--- config.mk ---
export PLATFORM = sky130hd
export DESIGN_NAME = imba_menu_controller
export DESIGN_NICKNAME = d
export VERILOG_FILES = /design/src/rtl/imba_menu_controller.sv
export SDC_FILE = /design/constraint.sdc
export NUM_CORES = 1
export LEC_CHECK = 0
export CAP_MARGIN = 0
export CORE_UTILIZATION = 50
export CTS_CLUSTER_DIAMETER = 40
export CTS_CLUSTER_SIZE = 14
export DETAILED_ROUTE_END_ITERATION = 16
export PLACE_DENSITY = 0.72
export SLEW_MARGIN = 10
export SYNTH_ARGS = -nofsm -noshare
export SYNTH_HDL_FRONTEND = slang
export SYNTH_SLANG_ARGS = --single-unit
--- constraint.sdc ---
create_clock -name CLK_VGA -period 2.5 [get_ports CLK_VGA]
set_input_delay 0.5 -clock CLK_VGA [delete_from_list [all_inputs] [get_ports CLK_VGA]]
set_output_delay 0.5 -clock CLK_VGA [all_outputs]
set_load 0.03 [all_outputs]
--- src/rtl/imba_menu_controller.sv ---
// rtl/imba_menu_controller.sv - welcome screen, settings menu, cursor and overlay enable sequencing
module imba_menu_controller #(
  parameter int WELCOME_CYCLES = 25_000_000,
  parameter int MENU_TIMEOUT   = 250_000_000,
  parameter int CNT_W          = 28
) (
  input  logic       CLK_VGA,
  input  logic       RESET_N,
  input  logic       BTN_UP,
  input  logic       BTN_DOWN,
  input  logic       BTN_CENTRE,
  input  logic       BTN_LEFT,
  output logic       Welcome_Active,
  output logic       Menu_Active,
  output logic [1:0] Cursor_Idx,
  output logic       Axis_On,
  output logic       Tick_On,
  output logic       Grid_On
);

  typedef enum logic [1:0] {
    ST_WELCOME = 2'd0,
    ST_RUN     = 2'd1,
    ST_MENU    = 2'd2
  } state_t;

  localparam logic [CNT_W-1:0] WELCOME_LAST = CNT_W'(WELCOME_CYCLES - 1);
  localparam logic [CNT_W-1:0] MENU_LAST    = CNT_W'(MENU_TIMEOUT - 1);
  localparam logic [CNT_W-1:0] TIMER_MAX    = '1;

  state_t           state, state_nxt;
  logic [CNT_W-1:0] timer, timer_nxt, timer_inc;
  logic [1:0]       cursor, cursor_nxt;
  logic             axis, axis_nxt;
  logic             tick, tick_nxt;
  logic             grid, grid_nxt;
  logic             welcome_q, menu_q;

  // Buttons packed as {left, centre, up, down}; history regs give the rising-edge presses.
  logic [3:0] btn, btn_d, press;
  logic       any_press, p_left, p_centre, p_up, p_down;

  assign btn       = {BTN_LEFT, BTN_CENTRE, BTN_UP, BTN_DOWN};
  assign press     = btn & ~btn_d;
  assign any_press = |press;
  // One action per cycle: LEFT beats CENTRE beats UP beats DOWN.
  assign p_left    = press[3];
  assign p_centre  = press[2] & ~press[3];
  assign p_up      = press[1] & ~(|press[3:2]);
  assign p_down    = press[0] & ~(|press[3:1]);

  // The shared timer stops at all-ones rather than wrapping.
  assign timer_inc = (timer == TIMER_MAX) ? timer : timer + CNT_W'(1);

  // State, timer, cursor, enables and the two activity flags all update on the same edge.
  always_ff @(posedge CLK_VGA or negedge RESET_N) begin
    if (!RESET_N) begin
      state     <= ST_WELCOME;
      timer     <= '0;
      cursor    <= 2'd0;
      axis      <= 1'b1;
      tick      <= 1'b1;
      grid      <= 1'b0;
      welcome_q <= 1'b1;
      menu_q    <= 1'b0;
      btn_d     <= 4'b0000;
    end else begin
      state     <= state_nxt;
      timer     <= timer_nxt;
      cursor    <= cursor_nxt;
      axis      <= axis_nxt;
      tick      <= tick_nxt;
      grid      <= grid_nxt;
      welcome_q <= (state_nxt == ST_WELCOME);
      menu_q    <= (state_nxt == ST_MENU);
      btn_d     <= btn;
    end
  end

  // Next-state logic: welcome hold, menu entry from RUN, cursor moves, toggles and timeouts.
  always_comb begin
    state_nxt  = state;
    timer_nxt  = timer;
    cursor_nxt = cursor;
    axis_nxt   = axis;
    tick_nxt   = tick;
    grid_nxt   = grid;
    case (state)
      ST_WELCOME: begin
        if (any_press || timer == WELCOME_LAST) begin
          state_nxt = ST_RUN;
          timer_nxt = '0;
        end else begin
          timer_nxt = timer_inc;
        end
      end
      ST_RUN: begin
        if (p_centre) begin
          state_nxt  = ST_MENU;
          cursor_nxt = 2'd0;
          timer_nxt  = '0;
        end
      end
      ST_MENU: begin
        if (any_press) begin
          timer_nxt = '0;
        end else if (timer == MENU_LAST) begin
          state_nxt = ST_RUN;
          timer_nxt = '0;
        end else begin
          timer_nxt = timer_inc;
        end
        if (p_left) begin
          state_nxt = ST_RUN;
        end else if (p_centre) begin
          case (cursor)
            2'd0:    axis_nxt  = ~axis;
            2'd1:    tick_nxt  = ~tick;
            2'd2:    grid_nxt  = ~grid;
            default: state_nxt = ST_RUN;
          endcase
        end else if (p_up) begin
          cursor_nxt = cursor - 2'd1;
        end else if (p_down) begin
          cursor_nxt = cursor + 2'd1;
        end
      end
      default: begin
        state_nxt = ST_WELCOME;
        timer_nxt = '0;
      end
    endcase
  end

  assign Welcome_Active = welcome_q;
  assign Menu_Active    = menu_q;
  assign Cursor_Idx     = cursor;
  assign Axis_On        = axis;
  assign Tick_On        = tick;
  assign Grid_On        = grid;

endmodule

==> results of run 1 <==
## cells in the mapped netlist, types with 3 or more instances
library cell and number:
sky130_fd_sc_hd__nor2b_1 4, sky130_fd_sc_hd__nand2_1 24, sky130_fd_sc_hd__nor3_1 7, sky130_fd_sc_hd__a31oi_1 5, sky130_fd_sc_hd__xnor2_1 10, sky130_fd_sc_hd__nand3_1 12
sky130_fd_sc_hd__inv_1 6, sky130_fd_sc_hd__o21ai_0 8, sky130_fd_sc_hd__xor2_1 12, sky130_fd_sc_hd__nor4b_1 3, sky130_fd_sc_hd__nor2_1 29, sky130_fd_sc_hd__buf_2 3
sky130_fd_sc_hd__nand2b_1 4, sky130_fd_sc_hd__dfstp_2 3, sky130_fd_sc_hd__ha_1 5, sky130_fd_sc_hd__a21oi_1 6, sky130_fd_sc_hd__nor4_1 4, sky130_fd_sc_hd__dfrtp_1 38
sky130_fd_sc_hd__nand4_1 10
## cells in the final DEF, fill, tap and decap left out, types with 3 or more instances in the layout
cell	instances
sky130_fd_sc_hd__nor4b_1	3
sky130_fd_sc_hd__nand4_1	10
sky130_fd_sc_hd__dfrtp_1	38
sky130_fd_sc_hd__nor2b_1	4
sky130_fd_sc_hd__nand2b_1	4
sky130_fd_sc_hd__dfstp_2	3
sky130_fd_sc_hd__o21ai_0	8
sky130_fd_sc_hd__nand3_1	12
sky130_fd_sc_hd__xnor2_1	10
sky130_fd_sc_hd__clkbuf_8	5
sky130_fd_sc_hd__nor3_1	7
sky130_fd_sc_hd__inv_1	6
sky130_fd_sc_hd__nor4_1	3
sky130_fd_sc_hd__buf_4	14
sky130_fd_sc_hd__a31oi_1	5
sky130_fd_sc_hd__a21oi_1	6
sky130_fd_sc_hd__nand2_1	24
sky130_fd_sc_hd__xor2_1	12
sky130_fd_sc_hd__ha_1	5
sky130_fd_sc_hd__nor2_1	29
sky130_fd_sc_hd__clkdlybuf4s50_1	11
## flip-flops by register name, indices dropped and copies added, names as in the netlist
name,flops
timer,28
btn_d,4
Cursor_Idx,2
state,2
Axis_On,1
Grid_On,1
Menu_Active,1
Tick_On,1
Welcome_Active,1
## per-stage QoR
stage | cell area [um2] | power [W] | utilization, % | std cells
after detailed placement | 2512 | 0.001314 | 57.70 | 310
final | 2615 | 0.001748 | 60.06 | 318
after CTS | 2604 | 0.001765 | 59.80 | 318
after global routing | 2615 | 0.001849 | 60.06 | 318
after floorplan | 2261 | 0.001106 | - | 238
after global placement | 2512 | 0.001304 | 57.70 | 310
## cell type report
type / count / area [um2] / area share (%)
clock buffer: 5 / 68.82 / 2.632
clock inverter: 3 / 22.52 / 0.8612
inverter: 6 / 22.52 / 0.8612
multi-input combinational: 185 / 1186 / 45.36
sequential: 41 / 1030 / 39.38
tap: 52 / 65.06 / 2.488
timing repair buffer: 26 / 220.2 / 8.421
## report_power, final
group	total (W)	internal [W]	switching [W]
Combinational	0.000505	0.000197	0.000308
Clock	0.000448	0.000198	0.000250
Sequential	0.000795	0.000738	0.0000564
Total	0.00175	0.00113	0.000615
## final timing paths
kind	end	slack (ps)	depth (start not counted)	from
min in group CLK_VGA	Grid_On	470	1	Grid_On
max reg2reg	state[0]	210	7	timer[0]
max in group asynchronous	timer[17]	1620	1	RESET_N
max	state[0]	210	7	timer[0]
min reg2reg	Grid_On	470	1	Grid_On
min	Cursor_Idx[1]	300	1	RESET_N
## routing by layer
metal	up-vias	GRT usage [%]	routed length, um
met5	-	0	0
met4	0	9.070	98
met3	6	4.942	165
met2	31	34.41	2235
met1	882	32.41	2398
li1	912	-	-
## repair_timing
item	in CTS	in global routing
endpoints found under the hold margin	0	0
setup endpoints to repair	0	4
gates resized for setup	0	2
## critical path: cells and delay by family, from the launching register on
kind | cells | cell delay [ps]
adder cells (fa/ha/maj) | 1 | 200
flip-flops | 1 | 400
AO/OA/AOI/OAI | 2 | 500
AND/OR/NAND/NOR | 4 | 1120
## logic make-up after synthesis
family | count (synthesis)
multiplexers | 2
buffers and inverters | 12
flip-flops | 41
AO/OA/AOI/OAI | 37
XOR/XNOR | 22
AND/OR/NAND/NOR | 119
adder cells (fa/ha/maj) | 5
==> qor.txt, run 1 <==
========================================================================================
Status                                                                      finished clean
Worst setup timing slack at the placement stage                                 32.22 ps
Layout cells sized above 1                                                        13.53%
GRT Residual Overflow                                                                  0
Vias in the first global route                                                     1,803
Global-route wire length before repair                                          8.638 mm
Dominant cell type by area after synthesis                                  sky130_fd_sc_hd__dfrtp_1
Clock Latency Late Sink                                                           300 ps
Setup slack after layout                                                        209.8 ps
Dominant combinational cell family by area after synthesis                  simple AND/OR/NAND/NOR gates
Area fraction in compound gates after synthesis                                   10.96%
I/O pin cnt                                                                           13
Post-CTS setup buffers                                                                 0
Unique cell type count in the Yosys netlist                                           54
Worst setup SP type                                                                 flop
Buffer type at the clock tree root                                          sky130_fd_sc_hd__clkbuf_8
Clock buffer depth                                                                     2
FP Rows                                                                               24
Core footprint                                                                  4354 um2
Leakage power                                                                   1.070 nW
Max capacitance violation total                                                        0
Clock-pin slew on the worst setup and hold paths                                   90 ps
Starting DRT DRC Count                                                               142
Type of destination of the critical path                                            flop
Final-layout worst hold slack                                                   301.4 ps
Final worst clock skew                                                          10.82 ps
H-tree lvl count                                                                       2
Clock tree from TritonCTS                                                            yes
Classification of the worst setup path                                      flop to flop
Library cell contributing the largest single delay on the critical path     sky130_fd_sc_hd__or4_1
Post-Syn Instances                                                                   238
Worst-path maximum fanout                                                              5
Number of warnings reported in the yosys synthesis log                                 0
Headroom to the max-slew limit                                                    40.90%
Cell-by-cell listing of the critical path                                   ha_1, nand4_1, or2_1, or4_1, o31ai_1, nand2_1, o21ai_1
Final number of setup-violating endpoints                                              0
Die footprint                                                                   4795 um2
Count of hold-fix buffers inserted at cts                                              0
Area Overhead vs Synth                                                            15.66%
Proportion of synthesized chip area in sequential cells                           45.55%
Number of search-and-repair iterations in the first detailed-routing pass              4
Starting density of the core                                                      51.93%
RSZ-0062 raised after global routing                                                  no
Number of antenna violations at the first check in global routing                      0
Maximum single-stage delay on the critical path                                   510 ps
Main flop type after synthesis                                              sky130_fd_sc_hd__dfrtp_1
Hold Vio Cnt, Final                                                                    0
Number of enable-type register cells in the synthesized netlist                        0
Global routing usage summed across all routing layers                             22.93%
Count of clock tree sinks                                                             41
Area share of fa/ha/maj cells after synthesis                                     2.767%
Total Routed Length                                                             4.898 mm
Data arrival time of the critical path                                           2530 ps
Pin count of the biggest net entering global routing                                  42
Required time at the worst-slack endpoint                                        2740 ps
Antenna-violating nets left                                                            0
Final clock period utilization by the worst path                                  91.61%
Final weighted congestion in routability-driven placement                         0.9179
Mux cell area share after synthesis                                              0.8854%
Final-stage net count                                                                276
DRC violation count after routing                                                      0
Max Fclk                                                                       436.6 MHz
Port Buf Inserts                                                                      12
Most area-consuming cells after synthesis                                   sky130_fd_sc_hd__dfrtp_1, sky130_fd_sc_hd__nor2_1, sky130_fd_sc_hd__xor2_1, sky130_fd_sc_hd__nand2_1, sky130_fd_sc_hd__xnor2_1
Post-Synthesis Net Count                                                             249
Fraction of registers with async set or reset after synthesis                     100.0%
Vertical extent of the die                                                      69.25 um
Filler Cells Inserted                                                                388
Synthesized area per cell                                                      9.500 um2
Ant. Diodes                                                                            0
Final critical-path required period                                              2290 ps
Wirelength per Cell                                                             15.40 um
Horizontal die dimension                                                        69.25 um
Proportion of netlist area held by the largest area contributor                   42.06%
Xor and xnor area share after synthesis                                           8.522%
Half-perimeter wire length after detailed placement                             3.525 mm
Setup tns final                                                                     0 ps
Power per unit of standard cell area                                        668.5 nW/um2
Overall via count from detail_route                                                1,831
Total clock buffers created by CTS                                                     5
#FFs+latches synth                                                                    41
Cell area after technology mapping                                              2261 um2
Area share of and/or/nand/nor cells after synthesis                               28.83%
Tightest Pin Transition                                                         886.5 ps
Total count of max-transition violations in the final report                           0
Number of vias per cell                                                            5.758
Max VDD drop                                                                   0.3688 mV
Worst hold path class                                                       input pin to asynchronous set/reset pin
========================================================================================
(Power assumes the default switching activity.)
==> run 2: changes to the inputs <==
Settings changed: ABC_AREA from default to 1, GPL_TIMING_DRIVEN from default to 1, PLACE_DENSITY 0.72 to 0.71.
==> qor.txt, run 2 <==
========================================================================================
Status                                                                      finished clean   unchanged
Data arrival time of the critical path                                           2340 ps   was 2530 ps
Final worst clock skew                                                          8.325 ps   was 10.82 ps
Synthesized area per cell                                                      6.933 um2   was 9.500 um2
Classification of the worst setup path                                      input pin to flop   was flop to flop
Library cell contributing the largest single delay on the critical path     sky130_fd_sc_hd__clkdlybuf4s50_1   was sky130_fd_sc_hd__or4_1
GRT Residual Overflow                                                                  0   unchanged
Post-Syn Instances                                                                   399   was 238
Most frequent standard cell in the layout excluding fill and tap cells      sky130_fd_sc_hd__nand2_1   was sky130_fd_sc_hd__dfrtp_1
Type of destination of the critical path                                            flop   unchanged
Global Route met1 Usage                                                           37.51%   was 32.41%
Die footprint                                                                   5834 um2   was 4795 um2
Leakage power                                                                   1.356 nW   was 1.070 nW
Tightest Pin Transition                                                         405.4 ps   was 886.5 ps
Met2 usage                                                                        38.65%   was 34.41%
Number of antenna violations at the first check in global routing                      0   unchanged
Filler Cells Inserted                                                                480   was 388
Destination of the worst register-to-register timing path                       timer[3]   was state[0]
Most area-consuming cells after synthesis                                   sky130_fd_sc_hd__dfrtp_1, sky130_fd_sc_hd__nand2_1, sky130_fd_sc_hd__nor2_1, sky130_fd_sc_hd__nand3_1, sky130_fd_sc_hd__inv_1   was sky130_fd_sc_hd__dfrtp_1, sky130_fd_sc_hd__nor2_1, sky130_fd_sc_hd__xor2_1, sky130_fd_sc_hd__nand2_1, sky130_fd_sc_hd__xnor2_1
Number of enable-type register cells in the synthesized netlist                        0   unchanged
Maximum single-stage delay on the critical path                                   410 ps   was 510 ps
Ant. Diodes                                                                            0   unchanged
Max Fclk                                                                       472.6 MHz   was 436.6 MHz
Worst setup timing slack at the placement stage                                 87.70 ps   was 32.22 ps
Port Buf Inserts                                                                      12   unchanged
Max FFs per register                                                                  28   unchanged
FP Rows                                                                               26   was 24
Met3 usage in global routing                                                      6.228%   was 4.942%
Max VDD drop                                                                   0.4587 mV   was 0.3688 mV
Number of cells on the worst reg-to-reg path                                          12   was 7
Clock-pin slew on the worst setup and hold paths                                   90 ps   about the same
Cell area after technology mapping                                              2766 um2   was 2261 um2
Dominant cell type by count on the critical path                            sky130_fd_sc_hd__inv_1
Startpoint of the lowest-slack register-to-register path                        timer[0]   unchanged
Worst-path maximum fanout                                                             11   was 5
Post-Synthesis Net Count                                                             410   was 249
Total clock buffers created by CTS                                                     5   unchanged
Dominant cell type by area after synthesis                                  sky130_fd_sc_hd__dfrtp_1   unchanged
Setup slack after layout                                                        384.1 ps   was 209.8 ps
Layer with the highest usage after global routing                                   met2   unchanged
Number of vias per cell                                                            5.515   was 5.758
Final-stage net count                                                                425   was 276
Area fraction in compound gates after synthesis                                   6.784%   was 10.96%
Count of hold-fix buffers inserted at cts                                              0   unchanged
Buffer type at the clock tree root                                          sky130_fd_sc_hd__clkbuf_8   unchanged
Worst setup SP type                                                            input pin   was flop
RSZ-0062 raised after global routing                                                  no   unchanged
Area share of and/or/nand/nor cells after synthesis                               42.38%   was 28.83%
Required time at the worst-slack endpoint                                        2730 ps   was 2740 ps
#FFs+latches synth                                                                    41   unchanged
Max capacitance violation total                                                        0   unchanged
Clock tree from TritonCTS                                                            yes   unchanged
Most frequent cell after synthesis                                          sky130_fd_sc_hd__nand2_1   was sky130_fd_sc_hd__dfrtp_1
Biggest register                                                                   timer   unchanged
Registers with the highest flip-flop counts                                 timer x28, btn_d x4   unchanged
Number of search-and-repair iterations in the first detailed-routing pass              5   was 4
Family with the most delay on the worst path                                simple AND/OR/NAND/NOR gates   unchanged
Horizontal die dimension                                                        76.38 um   was 69.25 um
Wirelength per Cell                                                             14.20 um   was 15.40 um
Vias in the first global route                                                     2,575   was 1,803
Count of clock tree sinks                                                             41   unchanged
Number of warnings reported in the yosys synthesis log                                 0   unchanged
Vertical extent of the die                                                      76.38 um   was 69.25 um
Starting DRT DRC Count                                                               271   was 142
Proportion of netlist area held by the largest area contributor                   34.37%   was 42.06%
Antenna-violating nets left                                                            0   unchanged
Total Routed Length                                                             6.886 mm   was 4.898 mm
Final number of setup-violating endpoints                                              0   unchanged
Power per unit of standard cell area                                        665.2 nW/um2   was 668.5 nW/um2
Fraction of registers with async set or reset after synthesis                     100.0%   unchanged
Overall Power                                                                 0.002048 W   was 0.001748 W
Global-route wire length before repair                                          12.28 mm   was 8.638 mm
Half-perimeter wire length after detailed placement                             5.197 mm   was 3.525 mm
Clock Latency Late Sink                                                           300 ps   about the same
Worst hold path class                                                       input pin to asynchronous set/reset pin   unchanged
Main flop type after synthesis                                              sky130_fd_sc_hd__dfrtp_1   unchanged
Unique cell type count in the Yosys netlist                                           35   was 54
Area share of fa/ha/maj cells after synthesis                                     2.261%   was 2.767%
Commonest non-fill, non-tap cells in the layout                             sky130_fd_sc_hd__nand2_1, sky130_fd_sc_hd__nor2_1, sky130_fd_sc_hd__inv_1   was sky130_fd_sc_hd__dfrtp_1, sky130_fd_sc_hd__nor2_1, sky130_fd_sc_hd__nand2_1
Layout cells sized above 1                                                        8.675%   was 13.53%
Hold Vio Cnt, Final                                                                    0   unchanged
I/O pin cnt                                                                           13   unchanged
Core footprint                                                                  5205 um2   was 4354 um2
Overall via count from detail_route                                                2,675   was 1,831
Final weighted congestion in routability-driven placement                         0.9266   was 0.9179
Cell-by-cell listing of the critical path                                   clkdlybuf4s50_1, inv_1, nor2_1, inv_1, nand2_1, nor2_1, inv_1, nor2_1, nand2_1, nand2_1, inv_1, o21ai_2   was ha_1, nand4_1, or2_1, or4_1, o31ai_1, nand2_1, o21ai_1
Number of buffers and inverters on the critical path                                   5   was 0
Total count of max-transition violations in the final report                           0   unchanged
Number of resized instances in the post-cts repair step                                0   unchanged
Area Overhead vs Synth                                                            11.26%   was 15.66%
Clock buffer depth                                                                     2   unchanged
Starting density of the core                                                      53.15%   was 51.93%
DP Area                                                                         2958 um2   was 2512 um2
Top post-synthesis cells by count                                           sky130_fd_sc_hd__nand2_1, sky130_fd_sc_hd__nor2_1, sky130_fd_sc_hd__inv_1   was sky130_fd_sc_hd__dfrtp_1, sky130_fd_sc_hd__nor2_1, sky130_fd_sc_hd__nand2_1
Final Instance Area                                                             3078 um2   was 2615 um2
Headroom to the max-slew limit                                                    72.88%   was 40.90%
FF-to-FF setup slack                                                              500 ps   was 210 ps
DRC violation count after routing                                                      0   unchanged
H-tree lvl count                                                                       2   unchanged
Dominant combinational cell family by area after synthesis                  simple AND/OR/NAND/NOR gates   unchanged
Pin count of the biggest net entering global routing                                  29   was 42
Post-CTS setup buffers                                                                 0   unchanged
Xor and xnor area share after synthesis                                           3.166%   was 8.522%
Global routing usage summed across all routing layers                             26.52%   was 22.93%
Final-layout worst hold slack                                                   84.66 ps   was 301.4 ps
Final critical-path required period                                              2116 ps   was 2290 ps
Mux cell area share after synthesis                                                   0%   was 0.8854%
Setup tns final                                                                     0 ps   unchanged
Final clock period utilization by the worst path                                  84.63%   was 91.61%
Proportion of synthesized chip area in sequential cells                           37.22%   was 45.55%
========================================================================================
==> run 2: logic make-up (layout without fill, tap and decap cells) <==
| family | Yosys count | in the layout |
|---|---|---|
| and+or+nand+nor | 254 | 254 |
| xor gates and xnor gates | 10 | 10 |
| buffers and inverters | 55 | 71 |
| DFF | 41 | 41 |
| AOI/OAI and AO/OA | 34 | 34 |
| adders and majority gates | 5 | 5 |
==> run 2: how the worst max path moves through the flow <==
stage	to	slack [ps]	startpoint	cells after the start
2_1_floorplan	timer[23]	870	BTN_CENTRE	12
3_3_place_gp	timer[0]	160	BTN_CENTRE	12
3_5_place_dp	timer[0]	90	BTN_CENTRE	12
4_1_cts	timer[0]	400	BTN_CENTRE	12
5_1_grt	timer[0]	200	BTN_CENTRE	12
6_report	timer[0]	380	BTN_CENTRE	12
==> run 2: per-layer routing <==
| layer | vias to the layer above | share of wire, % | wire, um |
|---|---|---|---|
| met1 | 1237 | 47 | 3261 |
| met2 | 99 | 44 | 3022 |
| met3 | 18 | 6.5 | 445 |
| li1 | 1321 | - | - |
| met4 | 0 | 2.3 | 157 |
| met5 | - | 0 | 0 |
==> run 2: area by class of cell <==
class                   instances  area (um2)  share of cell area, %
well taps                      70       87.58                  2.846
flip-flops and latches         41        1030                  33.46
clock inverters                 2       37.54                  1.220
repair buffers                 15       150.1                  4.878
inverters                      48       180.2                  5.854
clock buffers                   6       82.58                  2.683
multi-input cells             303        1510                  49.07
==> run 2: per-stage QoR <==
step,util (%),cells
2_1_floorplan,-,399
3_3_place_gp,56.83,477
3_5_place_dp,56.83,477
4_1_cts,59.13,485
5_1_grt,59.13,485
6_report,59.13,485
==> run 2: power breakdown <==
group	internal [W]	switching [W]	total (W)
Clock	0.000325	0.000237	0.000562
Combinational	0.000226	0.000461	0.000688
Sequential	0.000747	0.0000512	0.000798
